`src/rtl/mips_soc.sv`:
```
// Board top for the calculator demo: synchronised DIP/key inputs, 32-bit ALU,
// LED and multiplexed 7-segment display, and a UART TX that sends each new result.
module mips_soc #(
  parameter int unsigned CLK_FREQ = 250_000_000,
  parameter int unsigned BAUD     = 115200,
  parameter int unsigned SCAN_DIV = 1024
) (
  input  logic        clk_in,
  input  logic        sys_rstn,
  input  logic        uart_rxd,
  input  logic [7:0]  dip_switch0,
  input  logic [7:0]  dip_switch1,
  input  logic [7:0]  dip_switch2,
  input  logic [7:0]  dip_switch3,
  input  logic [7:0]  dip_switch4,
  input  logic [7:0]  dip_switch5,
  input  logic [7:0]  dip_switch6,
  input  logic [7:0]  dip_switch7,
  input  logic [7:0]  user_key,
  output logic        uart_txd,
  output logic [31:0] led_light,
  output logic [7:0]  digital_tube0,
  output logic [3:0]  digital_tube_sel0,
  output logic [7:0]  digital_tube1,
  output logic [3:0]  digital_tube_sel1,
  output logic [7:0]  digital_tube2,
  output logic        digital_tube_sel2
);

  localparam int unsigned BIT_DIV = CLK_FREQ / BAUD;
  localparam int unsigned BW      = (BIT_DIV > 1) ? $clog2(BIT_DIV) : 1;
  localparam int unsigned SW      = (SCAN_DIV > 1) ? $clog2(SCAN_DIV) : 1;
  localparam logic [BW-1:0] BIT_LAST  = BW'(BIT_DIV - 1);
  localparam logic [SW-1:0] SCAN_LAST = SW'(SCAN_DIV - 1);

  typedef enum logic [1:0] {TX_IDLE, TX_START, TX_DATA, TX_STOP} tx_state_e;

  logic unused_rxd;
  assign unused_rxd = uart_rxd;

  // ---------------- input synchronisers ----------------
  logic [71:0] raw_in, sync1_q, sync2_q;
  assign raw_in = {user_key, dip_switch7, dip_switch6, dip_switch5, dip_switch4,
                   dip_switch3, dip_switch2, dip_switch1, dip_switch0};

  always_ff @(posedge clk_in or negedge sys_rstn) begin
    if (!sys_rstn) begin
      sync1_q <= '1;
      sync2_q <= '1;
    end else begin
      sync1_q <= raw_in;
      sync2_q <= sync1_q;
    end
  end

  logic [31:0] opa, opb;
  logic [7:0]  keys;
  assign opa  = ~sync2_q[31:0];
  assign opb  = ~sync2_q[63:32];
  assign keys = ~sync2_q[71:64];

  // ---------------- operation select and ALU ----------------
  logic [2:0]  op_sel;
  logic        key_hit;
  logic [31:0] alu;

  always_comb begin
    op_sel  = '0;
    key_hit = |keys;
    // Scan from the top down so the lowest pressed key is the last writer.
    for (int unsigned i = 8; i > 0; i--) begin
      if (keys[i-1]) op_sel = 3'(i - 1);
    end
  end

  always_comb begin
    alu = '0;
    case (op_sel)
      3'd0: alu = opa + opb;
      3'd1: alu = opa - opb;
      3'd2: alu = opa * opb;
      3'd3: alu = (opb == '0) ? '1 : opa / opb;
      3'd4: alu = (opb == '0) ? opa : opa % opb;
      3'd5: alu = opa & opb;
      3'd6: alu = opa | opb;
      3'd7: alu = opa ^ opb;
      default: alu = '0;
    endcase
  end

  logic [31:0] result_q, result_d;
  logic [2:0]  op_q, op_d;

  always_comb begin
    result_d = result_q;
    op_d     = op_q;
    if (key_hit) begin
      result_d = alu;
      op_d     = op_sel;
    end
  end

  always_ff @(posedge clk_in or negedge sys_rstn) begin
    if (!sys_rstn) begin
      result_q <= '0;
      op_q     <= '0;
    end else begin
      result_q <= result_d;
      op_q     <= op_d;
    end
  end

  assign led_light = ~result_q;

  // ---------------- 7-segment scan ----------------
  logic [SW-1:0] scan_cnt_q, scan_cnt_d;
  logic [1:0]    scan_idx_q, scan_idx_d;

  always_comb begin
    scan_cnt_d = scan_cnt_q + 1'b1;
    scan_idx_d = scan_idx_q;
    if (scan_cnt_q == SCAN_LAST) begin
      scan_cnt_d = '0;
      scan_idx_d = scan_idx_q + 1'b1;
    end
  end

  always_ff @(posedge clk_in or negedge sys_rstn) begin
    if (!sys_rstn) begin
      scan_cnt_q <= '0;
      scan_idx_q <= '0;
    end else begin
      scan_cnt_q <= scan_cnt_d;
      scan_idx_q <= scan_idx_d;
    end
  end

  function automatic logic [7:0] hex7(input logic [3:0] n);
    logic [7:0] s;
    case (n)
      4'h0: s = 8'hC0; 4'h1: s = 8'hF9; 4'h2: s = 8'hA4; 4'h3: s = 8'hB0;
      4'h4: s = 8'h99; 4'h5: s = 8'h92; 4'h6: s = 8'h82; 4'h7: s = 8'hF8;
      4'h8: s = 8'h80; 4'h9: s = 8'h90; 4'hA: s = 8'h88; 4'hB: s = 8'h83;
      4'hC: s = 8'hC6; 4'hD: s = 8'hA1; 4'hE: s = 8'h86; 4'hF: s = 8'h8E;
      default: s = 8'hFF;
    endcase
    return s;
  endfunction

  logic [3:0] nib_lo, nib_hi;

  always_comb begin
    nib_lo = result_q[3:0];
    nib_hi = result_q[19:16];
    case (scan_idx_q)
      2'd1: begin nib_lo = result_q[7:4];   nib_hi = result_q[23:20]; end
      2'd2: begin nib_lo = result_q[11:8];  nib_hi = result_q[27:24]; end
      2'd3: begin nib_lo = result_q[15:12]; nib_hi = result_q[31:28]; end
      default: ;
    endcase
  end

  assign digital_tube0     = hex7(nib_lo);
  assign digital_tube1     = hex7(nib_hi);
  assign digital_tube2     = hex7({1'b0, op_q});
  assign digital_tube_sel0 = 4'b0001 << scan_idx_q;
  assign digital_tube_sel1 = 4'b0001 << scan_idx_q;
  assign digital_tube_sel2 = 1'b1;

  // ---------------- UART transmitter ----------------
  tx_state_e   tx_state_q, tx_state_d;
  logic [BW-1:0] baud_q, baud_d;
  logic [2:0]  bit_q, bit_d;
  logic [1:0]  byte_q, byte_d;
  logic [31:0] pkt_q, pkt_d;
  logic [31:0] last_q, last_d;
  logic        pend_q, pend_d;
  logic        txd_q, txd_d;
  logic        baud_tick;
  logic [7:0]  cur_byte_d;

  always_comb begin
    tx_state_d = tx_state_q;
    bit_d      = bit_q;
    byte_d     = byte_q;
    pkt_d      = pkt_q;
    last_d     = last_q;
    pend_d     = pend_q | (result_q != last_q);
    baud_tick  = (baud_q == BIT_LAST);
    baud_d     = baud_tick ? '0 : baud_q + 1'b1;

    case (tx_state_q)
      TX_IDLE: begin
        baud_d = '0;
        if (pend_q) begin
          pkt_d      = result_q;
          last_d     = result_q;
          pend_d     = 1'b0;
          byte_d     = '0;
          tx_state_d = TX_START;
        end
      end
      TX_START: begin
        if (baud_tick) begin
          bit_d      = '0;
          tx_state_d = TX_DATA;
        end
      end
      TX_DATA: begin
        if (baud_tick) begin
          if (bit_q == 3'd7) tx_state_d = TX_STOP;
          else               bit_d      = bit_q + 1'b1;
        end
      end
      TX_STOP: begin
        if (baud_tick) begin
          if (byte_q == 2'd3) begin
            tx_state_d = TX_IDLE;
          end else begin
            byte_d     = byte_q + 1'b1;
            pkt_d      = {pkt_q[23:0], 8'h00};
            tx_state_d = TX_START;
          end
        end
      end
      default: tx_state_d = TX_IDLE;
    endcase

    // Line level is decoded from the next state so the pin comes straight off a flop.
    cur_byte_d = pkt_d[31:24];
    case (tx_state_d)
      TX_START: txd_d = 1'b0;
      TX_DATA:  txd_d = cur_byte_d[bit_d];
      default:  txd_d = 1'b1;
    endcase
  end

  always_ff @(posedge clk_in or negedge sys_rstn) begin
    if (!sys_rstn) begin
      tx_state_q <= TX_IDLE;
      baud_q     <= '0;
      bit_q      <= '0;
      byte_q     <= '0;
      pkt_q      <= '0;
      last_q     <= '0;
      pend_q     <= 1'b0;
      txd_q      <= 1'b1;
    end else begin
      tx_state_q <= tx_state_d;
      baud_q     <= baud_d;
      bit_q      <= bit_d;
      byte_q     <= byte_d;
      pkt_q      <= pkt_d;
      last_q     <= last_d;
      pend_q     <= pend_d;
      txd_q      <= txd_d;
    end
  end

  assign uart_txd = txd_q;

endmodule

```
`config.mk`:
```
export PLATFORM = sky130hd
export DESIGN_NAME = mips_soc
export DESIGN_NICKNAME = d
export VERILOG_FILES = /design/src/rtl/mips_soc.sv
export SDC_FILE = /design/constraint.sdc
export NUM_CORES = 2
export LEC_CHECK = 0
export CORE_AREA = 2 2 395 397
export DETAILED_ROUTE_END_ITERATION = 7
export DIE_AREA = 0 0 397 399
export PLACE_DENSITY_LB_ADDON = 0.2
export SYNTH_ARGS = -nofsm -noshare
export SYNTH_HDL_FRONTEND = slang
export SYNTH_SLANG_ARGS = --single-unit
```
`constraint.sdc`:
```
create_clock -name clk_in -period 139.8 [get_ports clk_in]
set_clock_uncertainty 0.2 [all_clocks]
set_input_delay 27.96 -clock clk_in [delete_from_list [all_inputs] [get_ports clk_in]]
set_output_delay 27.96 -clock clk_in [all_outputs]
set_load 0.01 [all_outputs]
```
### After elaboration in Yosys (flattened, before gate mapping)

Memory sizes are Yosys's and may differ from the RTL's.
Cells that the tools add are included.

* bits in read-only memories: 280
* register bits: 276
* memories kept: 3
* output and inout port bits: 66
* logic and storage cells: 108
* bits of input ports: 75

* mux-type cells: 40
* add/subtract/negate cells: 7
* shift-type cells: 1
* magnitude comparators: 1
* $mul: 1
* div/mod/pow operators: 2
* bitwise logic cells: 8
* equal/unequal tests: 23
* reductions and logical operators: 7

Memory list
* (no name shown): words 16, width 7, rd ports 1, clocked after memory_dff 0, write ports 0, RTL line 140 `case (n)`
* (no name shown): words 16, width 7, rd ports 1, clocked after memory_dff 0, write ports 0, RTL line 140
* (no name shown): words 8, width 7, rd ports 1, clocked after memory_dff 0, write ports 0, RTL line 140

Operators by type and width (count)
* case mux 32 bit (8 select lines): 1
* two-way mux 32 bit: 5
* NOT 32 bit: 3
* case mux 32 bit (2 select lines): 1
* two-way mux 3 bit: 11
* adder 32 bit: 1
* bitwise AND 32 bit: 1
* divider 32 x 32 -> 32 bit: 1
* zero test 32 bit: 1
* modulo 32 x 32 -> 32 bit: 1
* multiplier 32 x 32 -> 32 bit: 1
* != test 32 bit: 1
* bitwise OR 32 bit: 1
* subtractor 32 bit: 1
* XOR 32 bit: 1
* two-way mux 12 bit: 2
* case mux 4 bit (3 select lines): 2
* two-way mux 2 bit: 8
* == test 3 bit (second input constant): 5
* adder 12 x 1 -> 12 bit (second input constant): 1
* == test 12 bit (second input constant): 1
* == test 2 bit (second input constant): 6
* adder 10 x 1 -> 10 bit (second input constant): 1
* == test 10 bit (second input constant): 1
* 23 further kinds: 32

### Depth between registers and ports, before layout

* word-level depth: 11
* mapped depth: 339
* mapped depth without buffers: 304

### Worst setup path before layout

No wires, ideal clock.

* path kind: register to register
* start point: register sync2_q[35]
* end point: register result_q[15]
* path slack: 70.274 ns
* cell stages (with the launch flop): 306
* arrival: 69.200 ns
* period minus slack after synthesis: 69.526 ns
* cell sequence: dfstp_2 > clkbuf_1 > and3_1 > nor4bb_1 > and3_1 > a31oi_1 > a31oi_1 > ha_1 > nor4b_1 > nor3_1 > o2111a_1 > or2_2 > ha_1 > a21oi_1 > a211o_1 > or4_1 > o21ai_0 > nand2_1 > [270 not listed] > clkbuf_1 > clkbuf_1 > a21oi_1 > ha_1 > nor2b_1 > o31ai_1 > a31o_2 > o2111ai_1 > nand2_1 > o21ai_0 > a31oi_1 > o21ai_0 > a21oi_1 > clkbuf_1 > buf_1 > nor2_1 > a2111oi_4 > nor2_1

* word-level cells in the longest chain between the ends: 4
* elaborated cells between the ends (all ways): 10

RTL lines
* from (decl): RTL line 42 `logic [71:0] raw_in, sync1_q, sync2_q;`
* from (signal assigned): RTL line 52 `sync2_q <= sync1_q;`
* NOT 32 bit *: RTL line 59 `assign opb = ~sync2_q[63:32];`
* modulo 32 x 32 -> 32 bit, or another cell as far along: RTL line 83 `3'd4: alu = (opb == '0) ? opa : opa % opb;`
* two-way mux 32 bit (on tied branches): RTL line 83, 82
* case mux 32 bit (8 select lines) *: RTL line 78 `case (op_sel)`
* to (signal assigned): RTL line 108 `result_q <= result_d;`
* to (decl): RTL line 91 `logic [31:0] result_q, result_d;`

Mark *: on every way between the ends. The rest lies on a longest branch, timed or not.
A chain may end at the register's enable or synchronous reset.

### Worst setup path in the final report

* start point: register sync2_q[36]
* end point: register result_q[5]

Same word-level chain as after synthesis.

==> results.yml <==
route:
  vias: 61692
  drtIter0Drc: 6286
  ant_nets: 0
  drt_first_pass_iters: 6
  routed_via_density: 6.146
  wire_per_inst_um: 25.59
  drt-total-wl_mm: 256.8
  drc: 0
sta:
  fin_ws_ns: 51.46
  setup_tns_ns: 0
  rsz0062_at_grt: "false"
  worst_pin_slew_ns: 1.168
  finalHoldViolCount: 0
  finalCritPeriodShare_pct: 63.19
  finalSetupViolCount: 0
  clock.fmax_mhz: 11.32
  maxSlewHeadroom_pct: 20.11
  slew_viol_final: 0
  fin_crit_ns: 88.34
cells_and_area:
  area_delta_synth_final_pct: 8.698
  final_cells: 10038
  nNetsFinal: 9228
  utilization_pct: 43.28
  final_layout_size_suffix_gt1_share_pct: 7.010
  n_fill_cell: 15682
critical_path:
  cp.required_ns: 140.03
  cp_num_cells: 286
  critPathMostFrequentCell: "ha_1"
  path_buf_inv: 20
  worst-path-max-fanout: 41
  cp-end-kind: "flip-flop"
  reg2reg_slack_ns: 51.46
  worst_path_max_delay_cell: "a2111oi_0"
  rr_worst_depth: 286
  reg2reg_from: "sync2_q[36]$_DFF_PN1_"
  timing.rr.end: "result_q[5]$_DFFE_PN0P_"
  worstPathArrival_ns: 88.57
  startpoint_type: "flip-flop"
  crit_family: "compound AO/OA/AOI/OAI gates"
  critical_path_class: "flip-flop to flip-flop"
  slowest_delay_ns: 0.90
logic_synthesis:
  netlist_area_um2: 61190
  synth_area_leader_cell: "ha_1"
  synthSimpleGateAreaFrac_pct: 18.92
  synth_xor_area_share_pct: 8.244
  synth_compound_area_share_pct: 22.93
  synth_area_per_cell_um2: 7.725
  async_flop_share_pct: 100.0
  yosysTopAreaCellShare_pct: 15.97
  synth_top_flop_cell: "dfstp_2"
  synthDistinctLibCells: 109
  synth-edff-count: 0
  ys_seq_area_share_pct: 11.58
  ys_top_cells_by_area: "ha_1 16%, fa_1 13%, dfstp_2 6.2%, nand2_1 6.0%, xnor2_1 5.5%"
  ys_ff_latch: 276
  ys.warnings.count: 0
  synth_top_family_by_area: "adder cells"
  synthAdderAreaFrac_pct: 29.38
  synth_mux_area_share_pct: 2.347
  syn-instance-count: 7922
cts:
  cts_max_path_buffers: 3
  cts_made_buffers: 35
  ctsHoldBuffers: 0
  post_cts_resized: 0
  clk_pin_slew_ns: 0.06
  cts_tree: "built"
  h-tree-depth: 2
  cts_sinks: 276
  cts_setup_buffers: 0
  worstSkewPairLatency_ns: 0.62
  clock_tree.root_cell: "clkbuf_16"
global_routing:
  grtUsageTotal_pct: 31.68
  antenna_found_initial: 8
  grt_max_degree: 80
  grt_pass1_vias: 59471
  grt_pass1_wl_mm: 379.1
  grt_overflow: 0
worst_hold_path:
  holdPathEnd: "sync2_q[43]$_DFF_PN1_"
  min_path_cells: 0
  hold_class: "flip-flop to flip-flop"
  min_from: "sync1_q[43]$_DFF_PN1_"
power_and_ir_drop:
  peakVddDrop_uv: 67.21
  power.leakage_uw: 0.03097
  power_density_nw_per_um2: 23.34
floorplanning:
  initial_core_util_pct: 39.82
  coreArea_um2: 153700
  die_x_um: 397
  die_h_um: 399
  ioPinCount: 141
  die_area_um2: 158400
  rows: 144
place:
  dp.cells: 9969
  numPortBuffers: 135
  pre_cts_ws_ns: 54.20
  gp_congestion: 0.9976
  dpl.hpwl_mm: 199.7
outcome:
  outcome: "finished clean"
flow_run:
  drv_cap: 0
[flip-flops by register name, summed over array words and instances (netlist names)]
signal,cells
sync1_q,72
sync2_q,72
last_q,32
pkt_q,32
result_q,32
baud_q,12
scan_cnt_q,10
bit_q,3
op_q,3
byte_q,2
scan_idx_q,2
tx_state_q,2
pend_q,1
uart_txd,1
[layout make-up]
| cell class | instances | area, um^2 | area share (%) |
|---|---|---|---|
| Multi-Input combinational cell | 6598 | 50220 | 75.49 |
| Clock inverter | 14 | 227.7 | 0.3423 |
| Sequential cell | 276 | 7092 | 10.66 |
| Clock buffer | 50 | 1012 | 1.522 |
| Inverter | 758 | 2845 | 4.277 |
| Antenna cell | 5 | 12.51 | 0.01881 |
| Tap cell | 2044 | 2557 | 3.845 |
| Timing Repair Buffer | 293 | 2555 | 3.841 |
[metrics by stage]
stage	hold slack (ns)	power, uW	area [um^2]
detailed placement	0.1468	1420	65270
global placement	0.1453	1410	65270
global route	0.1466	1675	66510
CTS	0.1516	1532	66510
floorplan	0.1452	996.3	61210
finish	0.1512	1553	66520
[report_power, final]
group          internal (uW)  leakage (uW)  switching (uW)  total, uW
clock                   58.6      0.000601            39.7       98.2
combinational            523        0.0272             813       1340
sequential              97.3       0.00312            20.7        118
[synth_stat cells (54+ instances only)]
library cell,instances
fa_1,410
nand4_1,77
inv_1,732
nor2_1,744
dfstp_2,145
o21ai_0,418
clkbuf_1,224
a21o_1,204
mux2_2,54
o21a_1,124
nor3_1,149
nand2_1,971
mux2i_1,73
a21oi_1,572
xnor2_1,382
a211oi_1,63
xor2_1,194
nand3_1,142
nor2b_1,57
a31oi_1,110
ha_1,781
nand2b_1,72
dfrtp_1,131
o211ai_1,75
and2_1,59
[metal layers]
layer | vias up | part of all wire, % | GRT usage, %
li1 | 27883 | - | -
met4 | 6 | 5.9 | 15.83
met5 | - | 0.013 | 0
met1 | 30264 | 42 | 41.71
met2 | 2836 | 44 | 49.73
met3 | 703 | 9.0 | 5.779
[placed cells by master (no fill, tap or decap), drive strengths merged, types with 72 or more instances in the layout]
master	instances
nand2	972
ha	781
nor2	746
inv	740
a21oi	573
o21ai	431
fa	410
xnor2	382
a21o	204
xor2	194
buf	159
nor3	149
dfstp	145
nand3	144
clkdlybuf4s50	134
dfrtp	131
o21a	124
a31oi	111
nand4	79
o211ai	75
mux2i	73
nand2b	72
[worst max path at each step]
stage | from | endpoint | slack [ns]
2_1_floorplan | sync2_q[35]$_DFF_PN1_ | result_q[15]$_DFFE_PN0P_ | 70.27
3_3_place_gp | sync2_q[36]$_DFF_PN1_ | result_q[5]$_DFFE_PN0P_ | 54.43
3_5_place_dp | sync2_q[36]$_DFF_PN1_ | result_q[5]$_DFFE_PN0P_ | 54.20
4_1_cts | sync2_q[36]$_DFF_PN1_ | result_q[5]$_DFFE_PN0P_ | 53.87
5_1_grt | sync2_q[36]$_DFF_PN1_ | result_q[5]$_DFFE_PN0P_ | 47.86
6_report | sync2_q[36]$_DFF_PN1_ | result_q[5]$_DFFE_PN0P_ | 51.46
[cells by family after synthesis]
| group | Yosys count |
|---|---|
| AOI/OAI and AO/OA | 2140 |
| xor gates and xnor gates | 576 |
| adders and majority gates | 1191 |
| buffers and inverters | 1051 |
| DFF | 276 |
| muxes | 132 |
| other | 1 |
| and+or+nand+nor | 2555 |
No activity file was read; power rests on OpenSTA's default activity.
